--- config.mk ---
export PLATFORM = sky130hd
export DESIGN_NAME = entity_line_renderer
export DESIGN_NICKNAME = d
export VERILOG_FILES = /design/src/rtl/entity_line_renderer.sv
export SDC_FILE = /design/constraint.sdc
export NUM_CORES = 1
export LEC_CHECK = 0
export CORE_MARGIN = 10
export CORE_UTILIZATION = 35
export CTS_BUF_LIST = sky130_fd_sc_hd__clkbuf_16
export DETAILED_ROUTE_END_ITERATION = 8
export PLACE_DENSITY = 0.54
export SLEW_MARGIN = 20
export SYNTH_ARGS = -nofsm -noshare
export SYNTH_HDL_FRONTEND = slang
export SYNTH_SLANG_ARGS = --single-unit
--- constraint.sdc ---
create_clock -name clk -period 4.5 [get_ports clk]
set_input_delay 1.35 -clock clk [delete_from_list [all_inputs] [get_ports clk]]
set_output_delay 1.35 -clock clk [all_outputs]
set_load 0.02 [all_outputs]
--- src/rtl/entity_line_renderer.sv ---
// Renders one display line: clears a line buffer, then paints every 48x48 entity
// that crosses the requested line, walking the entity list in index order.
module entity_line_renderer #(
  parameter int         LINE_WIDTH    = 480,
  parameter int         ENT_SIZE      = 48,
  parameter logic [2:0] OUTLINE_COLOR = 3'b111,
  parameter logic [2:0] BG_COLOR      = 3'b000
) (
  input  logic        clk,
  input  logic        reset,
  input  logic        line_start,
  input  logic [8:0]  line_y,
  input  logic [7:0]  entities_number,
  output logic [7:0]  address_read_ent,
  input  logic [20:0] data_read_ent,
  output logic [8:0]  lb_address,
  output logic [2:0]  lb_data,
  output logic        lb_wren,
  output logic        busy,
  output logic        line_done
);

  localparam logic [9:0] LW = 10'(LINE_WIDTH);
  localparam logic [9:0] ES = 10'(ENT_SIZE);

  typedef enum logic [2:0] {
    S_IDLE, S_CLEAR, S_FETCH, S_WAIT, S_CHECK, S_PAINT, S_NEXT, S_DONE
  } state_t;

  state_t     r_state, w_state_next;
  logic [9:0] r_cnt, w_cnt_next;
  logic [7:0] r_idx, w_idx_next;
  logic [8:0] r_y, w_y_next;
  logic [7:0] r_n, w_n_next;
  logic [8:0] r_ex, w_ex_next;
  logic [9:0] r_dy, w_dy_next;
  logic [2:0] r_sprite, w_sprite_next;
  logic [7:0] r_addr, w_addr_next;
  logic [8:0] r_lb_addr, w_lb_addr_next;
  logic [2:0] r_lb_data, w_lb_data_next;
  logic       r_lb_wren, w_lb_wren_next;
  logic       r_busy, w_busy_next;
  logic       r_done, w_done_next;

  logic [9:0] w_dy_calc;
  logic [9:0] w_paint_addr;
  logic [7:0] w_idx_inc;
  logic       w_hit;
  logic       w_edge_pix;

  // Bit 9 of the 10-bit difference is the borrow: the entity starts below this line.
  assign w_dy_calc    = {1'b0, r_y} - {1'b0, data_read_ent[17:9]};
  assign w_hit        = !w_dy_calc[9] && (w_dy_calc < ES) &&
                        ({1'b0, data_read_ent[8:0]} < LW);
  assign w_paint_addr = {1'b0, r_ex} + r_cnt;
  assign w_edge_pix   = (r_dy == 10'd0) || (r_dy == ES - 10'd1) ||
                        (r_cnt == 10'd0) || (r_cnt == ES - 10'd1);
  assign w_idx_inc    = r_idx + 8'd1;

  always_comb begin
    w_state_next   = r_state;
    w_cnt_next     = r_cnt;
    w_idx_next     = r_idx;
    w_y_next       = r_y;
    w_n_next       = r_n;
    w_ex_next      = r_ex;
    w_dy_next      = r_dy;
    w_sprite_next  = r_sprite;
    w_addr_next    = r_addr;
    w_lb_addr_next = r_lb_addr;
    w_lb_data_next = r_lb_data;
    w_lb_wren_next = 1'b0;
    w_busy_next    = r_busy;
    w_done_next    = 1'b0;
    case (r_state)
      S_IDLE: begin
        if (line_start) begin
          w_y_next     = line_y;
          w_n_next     = entities_number;
          w_busy_next  = 1'b1;
          w_cnt_next   = 10'd0;
          w_state_next = S_CLEAR;
        end
      end
      S_CLEAR: begin
        w_lb_wren_next = 1'b1;
        w_lb_addr_next = r_cnt[8:0];
        w_lb_data_next = BG_COLOR;
        if (r_cnt == LW - 10'd1) begin
          w_cnt_next   = 10'd0;
          w_idx_next   = 8'd0;
          w_addr_next  = 8'd0;
          w_state_next = (r_n == 8'd0) ? S_DONE : S_FETCH;
        end else begin
          w_cnt_next = r_cnt + 10'd1;
        end
      end
      S_FETCH: w_state_next = S_WAIT;
      S_WAIT:  w_state_next = S_CHECK;
      S_CHECK: begin
        w_ex_next     = data_read_ent[8:0];
        w_dy_next     = w_dy_calc;
        w_sprite_next = data_read_ent[20:18];
        w_cnt_next    = 10'd0;
        w_state_next  = w_hit ? S_PAINT : S_NEXT;
      end
      S_PAINT: begin
        // Off-screen pixels still take their cycle so PAINT length is fixed.
        w_lb_wren_next = (w_paint_addr < LW);
        w_lb_addr_next = w_paint_addr[8:0];
        w_lb_data_next = w_edge_pix ? OUTLINE_COLOR : r_sprite;
        if (r_cnt == ES - 10'd1) begin
          w_cnt_next   = 10'd0;
          w_state_next = S_NEXT;
        end else begin
          w_cnt_next = r_cnt + 10'd1;
        end
      end
      S_NEXT: begin
        if (w_idx_inc == r_n) begin
          w_state_next = S_DONE;
        end else begin
          w_idx_next   = w_idx_inc;
          w_addr_next  = w_idx_inc;
          w_state_next = S_FETCH;
        end
      end
      S_DONE: begin
        w_done_next  = 1'b1;
        w_busy_next  = 1'b0;
        w_state_next = S_IDLE;
      end
      default: w_state_next = S_IDLE;
    endcase
  end

  always_ff @(posedge clk) begin
    if (reset) begin
      r_state   <= S_IDLE;
      r_cnt     <= '0;
      r_idx     <= '0;
      r_y       <= '0;
      r_n       <= '0;
      r_ex      <= '0;
      r_dy      <= '0;
      r_sprite  <= '0;
      r_addr    <= '0;
      r_lb_addr <= '0;
      r_lb_data <= '0;
      r_lb_wren <= 1'b0;
      r_busy    <= 1'b0;
      r_done    <= 1'b0;
    end else begin
      r_state   <= w_state_next;
      r_cnt     <= w_cnt_next;
      r_idx     <= w_idx_next;
      r_y       <= w_y_next;
      r_n       <= w_n_next;
      r_ex      <= w_ex_next;
      r_dy      <= w_dy_next;
      r_sprite  <= w_sprite_next;
      r_addr    <= w_addr_next;
      r_lb_addr <= w_lb_addr_next;
      r_lb_data <= w_lb_data_next;
      r_lb_wren <= w_lb_wren_next;
      r_busy    <= w_busy_next;
      r_done    <= w_done_next;
    end
  end

  assign address_read_ent = r_addr;
  assign lb_address       = r_lb_addr;
  assign lb_data          = r_lb_data;
  assign lb_wren          = r_lb_wren;
  assign busy             = r_busy;
  assign line_done        = r_done;

endmodule

== Word level (Yosys, flattened, before mapping) ==
Index checks and enable logic that the tools add are counted.

* Add/sub/neg operators: 4
* Order comparisons: 3
* Equality and inequality tests: 15
* Mux-type cells: 21
* Reduce and logical (&&, ||, !) cells: 19

{| class="wikitable"
|+ Operators with widths
! kind !! count
|-
| 10-bit one-hot mux with 4 select lines || 1
|-
| 10-bit two-way mux || 3
|-
| 3-bit one-hot mux with 8 select lines || 1
|-
| 10-bit by 6-bit == test with 1-bit output, second input constant || 2
|-
| 10-bit logical NOT || 2
|-
| 3-bit two-way mux || 6
|-
| 9-bit one-hot mux with 2 select lines || 1
|-
| 8-bit two-way mux || 2
|-
| 8-bit one-hot mux with 2 select lines || 1
|-
| 3-bit == test, second input constant || 4
|-
| 10-bit by 1-bit adder with 10-bit output, second input constant || 1
|-
| 9-bit by 10-bit adder with 10-bit output || 1
|-
| 10-bit by 9-bit == test with 1-bit output, second input constant || 1
|-
| 10-bit by 6-bit < comparator with 1-bit output, second input constant || 1
|-
| 10-bit by 9-bit < comparator with 1-bit output, second input constant || 1
|-
| 9-bit by 9-bit subtractor with 10-bit output || 1
|-
| 9-bit < comparator, second input constant || 1
|-
| 8-bit by 1-bit adder with 8-bit output, second input constant || 1
|-
| 8-bit == test || 1
|-
| 8-bit logical NOT || 1
|-
| 2-bit inequality test, second input constant || 4
|-
| 3-bit by 2-bit == test with 1-bit output, second input constant || 2
|-
| 3-bit one-hot mux with 2 select lines || 1
|-
| 2-bit AND reduction || 3
|-
| other kinds (11) || 19
|}

* Register bits: 75
* Input bits: 41
* Output and inout port bits: 23
* Word-level logic and storage cells: 75

== Logic depth before layout (Yosys ltp) ==
* Word-level depth: 6
* Gate-level depth with buffers: 11
* Mapped depth without buffers: 11

== Least setup slack after synthesis ==
No wires, ideal clock.

* Kind: in2reg
* Start: in data_read_ent[9]
* End: reg r_state[1]
* Library setup time: 115 ps
* Arrival: 3,273 ps
* Required time: 4,385 ps
* Slack: 1,112 ps
* Cell stages on the path: 10
* Buffers on the path: 0
* Cells stage by stage: ha_1 inv_1 fa_1 a21o_1 a221oi_1 xor2_1 o211ai_1 nor4_1 o21ai_0 and3_1

* Longest elaborated chain between the ends: 6
* Elaborated cells on any way between the ends: 7
* Classes of those cells: 1 x add/sub; 1 x order compare; 2 x mux; 3 x reduce/logical

{| class="wikitable"
|+ RTL lines
! item !! line !! source
|-
| start, declared || 15 || <nowiki>input logic [20:0] data_read_ent,</nowiki>
|-
| 9-bit by 9-bit subtractor with 10-bit output * || 52 || <nowiki>assign w_dy_calc = {1'b0, r_y} - {1'b0, data_read_ent[17:9]};</nowiki>
|-
| 10-bit by 6-bit < comparator with 1-bit output or 1-bit logical NOT (tied branches) || 53 || <nowiki>assign w_hit = !w_dy_calc[9] && (w_dy_calc < ES) &&</nowiki>
|-
| 1-bit logical AND * (2 in a row) || 53 ||
|-
| 2-bit two-way mux * || 105 || <nowiki>w_state_next = w_hit ? S_PAINT : S_NEXT;</nowiki>
|-
| 3-bit one-hot mux with 8 select lines * || 75 || <nowiki>case (r_state)</nowiki>
|-
| end signal, assigned || 154 || <nowiki>r_state <= w_state_next;</nowiki>
|-
| end, declared || 30 || <nowiki>state_t r_state, w_state_next;</nowiki>
|}

Every way passes the cells marked *; elsewhere a longest branch is shown, timed or not.
A chain may end at the register's enable or synchronous reset.

== Worst setup path in the final report ==
Ends and elaborated chain as after synthesis.

==> results.md <==
- Final hold vios: 0
- Commonest non-fill, non-tap cell in the layout: nand2_1
- Die Wd: about 130 µm
- Max Cap Viol: 0
- Startpoint Class: primary input
- Pre-Repair DR Iteration Count: 4
- CTS tree: done
- Slowest stage delay, CP: 0.46 ns
- Post-CTS setup buffers: 0
- Final HPWL DP: 8710 µm
- HP Class: flip-flop to flip-flop
- Post-synth top flop: dfxtp_1
- Top cell type's share of synthesized area: 0.345
- Synth top area cells: dfxtp_1, nand2_1, a21oi_1, ha_1, nor2_1
- Setup CP Type: primary input to flip-flop
- Post-synthesis async set-or-reset flop share: 0
- Worst Path Required: 4.74 ns
- Max_slew headroom: 0.472
- Critical path arrival: between 4 and 5 ns
- Setup Total Neg Slack: 0 ns
- # clock sinks: 75
- Core box area: about 12000 µm²
- Via Count: between 4000 and 5000
- Status: completed
- GRT Overall Usage: 0.133
- Grt ovf: 0
- Skew-Pair Late Insertion Delay: roughly 0.34 ns
- Max frequency: between 200 and 300 MHz
- DRC viols: 0
- Hold_sp: r_dy[4]$_SDFFE_PP0P_
- Min Tclk post-route: roughly 3.9 ns
- Share of cells above drive strength 1: 0.0581
- Yosys top cell by area: dfxtp_1
- Post-DRT Antenna Nets: 0
- Pleak: 1.90 nW
- Initial Utilization: 0.359
- Worst path slowest cell: clkdlybuf4s50_1
- Tcrit/Tclk final: 0.857
- Ant diodes: 0
- Hold-fix buffers, CTS: 0
- Clock transition at path regs: ~0.060 ns
- Max VDD drop: 0.217 mV
- Syn avg cell area: 7.94 µm²
- Synth Net Count: about 610
- Initial antenna violation count: 0
- WL per Instance: about 15 µm
- CTS max path bufs: 2
- FP Rows: 40
- Final WL: between 10000 and 15000 µm
- Synthesized instance count: roughly 550
- Seq/Total Area, Yosys: 0.345
- R2r startpoint: address_read_ent[0]$_SDFFE_PP0P_
- Critical Path End Type: flip-flop
- Area grow syn2layout: 22.5%
- Clock Tree Root: clkbuf_16
- Ys Warns: 0
- Die Area: roughly 17000 µm²
- Final net count: between 600 and 700
- Filler cells: ~1200
- Register bit total from synthesis: 75
- EDFF count, synth: 0
- Post-CTS Resized: 0
- Crit path cell chain: clkdlybuf4s50_1 -> ha_1 -> inv_1 -> fa_1 -> a21o_1 -> a221oi_1 -> xor2_1 -> o211ai_1 -> nor4_1 -> o21ai_0 -> and3_1
- CTS buffer count: 9
- Port buffer count: 63
- Endpoints failing setup: 0
- RSZ-0062 raised after global routing: no
- Via density: a little over 5
- # IOs: 64
- Worst-path fanout max: 3
- Post-synthesis instance area: approximately 4400 µm²
- Commonest cells after routing, fill and taps aside: nand2_1, dfxtp_1, clkdlybuf4s50_1, a21oi_1, nor2_1
- Setup Skew: approximately 0.0057 ns
- Largest net degree at the start of global routing: 40
- Gpl congestion: roughly 0.86
- Worst setup path startpoint: data_read_ent[9]
- DRT iter0 DRCs: 190
- Total Power: approximately 2.6 mW
- Slew @ Worst Pin: 0.787 ns
- First-pass GRT wire length: just under 20000 µm
- Fin. max-slew vios: 0
- Via count of the first global-routing pass: between 3000 and 4000
- Pwr/cell area: between 400 and 500 nW/µm²
- Final core occ: 0.440
- Die H: around 130 µm
- Synth cell types: 71
- H-Tree Depth: 3
==> cell usage after synthesis, types with 3 or more instances <==
master / instances
a211oi_1: 13
or4_1: 8
o21ai_0: 13
ha_1: 21
nor2b_1: 3
o211ai_1: 5
mux2i_1: 7
buf_6: 3
nor3_1: 7
o221ai_1: 3
nand2b_1: 6
o21bai_1: 3
a31oi_1: 8
dfxtp_1: 75
nand2_1: 87
a21oi_1: 58
buf_2: 3
a21o_1: 5
xor2_1: 10
nand3_1: 14
xnor2_1: 16
clkbuf_1: 19
and3_1: 8
o31ai_1: 3
inv_1: 26
a221oi_1: 4
nor2_1: 54
nor4_1: 8
o21a_1: 5
==> power by group <==
| part | internal [mW] | total [mW] | switching (mW) |
|---|---|---|---|
| logic | 0.411 | 1.01 | 0.594 |
| registers | 0.795 | 0.913 | 0.117 |
| clock network | 0.370 | 0.667 | 0.297 |
==> final cells by class <==
cell class | instances | area (µm²) | area share
flip-flops and latches | 75 | 1500 | 0.282
multi-input cells | 417 | 2590 | 0.486
clock buffers | 9 | 225 | 0.0422
clock inverters | 7 | 45.0 | 0.00845
inverters | 27 | 101 | 0.0190
well taps | 168 | 210 | 0.0394
repair buffers | 67 | 656 | 0.123
==> metal layers <==
metal | vias up | part of all wire | track usage
met5 | - | 0 | 0
met4 | 0 | 0.0082 | 0.0321
met3 | 6 | 0.036 | 0.0362
met2 | 56 | 0.48 | 0.223
met1 | 1879 | 0.47 | 0.165
li1 | 2061 | - | -
==> through the flow <==
stage	hold slack [ns]	worst slack, ns	std cells	area (µm²)
final	0.452	0.642	770	5330
after global routing	0.480	0.457	770	5330
after CTS	0.455	0.666	770	5330
after detailed placement	0.446	0.305	754	5060
after global placement	0.437	0.418	754	5060
after floorplan	0.427	1.11	548	4350
==> kinds of logic after synthesis <==
group | share of synthesized area
adders and majority gates | 0.0696
and+or+nand+nor | 0.235
AOI/OAI and AO/OA | 0.222
xor gates and xnor gates | 0.0523
muxes | 0.0161
buffers and inverters | 0.0604
DFF | 0.345
==> flip-flops by register name, indices dropped and copies added, names as in the netlist <==
name / cells
r_cnt: 10
r_dy: 10
lb_address: 9
r_ex: 9
r_y: 9
address_read_ent: 8
r_n: 8
lb_data: 3
r_sprite: 3
r_state: 3
busy: 1
lb_wren: 1
line_done: 1
==> critical path, delay by kind of cell <==
kind | cells | cell delay, ns
AO/OA/AOI/OAI | 4 | 0.76
AND/OR/NAND/NOR | 2 | 0.65
XOR/XNOR | 1 | 0.22
adder cells (fa/ha/maj) | 2 | 0.59
buffers and inverters | 2 | 0.52
==> final timing paths <==
check                                                        end  slack, ns  depth (start not counted)
worst max register to register  address_read_ent[6]$_SDFFE_PP0P_       1.48                          8
worst min register to register              r_dy[4]$_SDFFE_PP0P_       0.45                          2
worst min-delay path                        r_dy[4]$_SDFFE_PP0P_       0.45                          2
worst max-delay path                     r_state[1]$_SDFFE_PP0P_       0.64                         11
(Power assumes the default switching activity.)
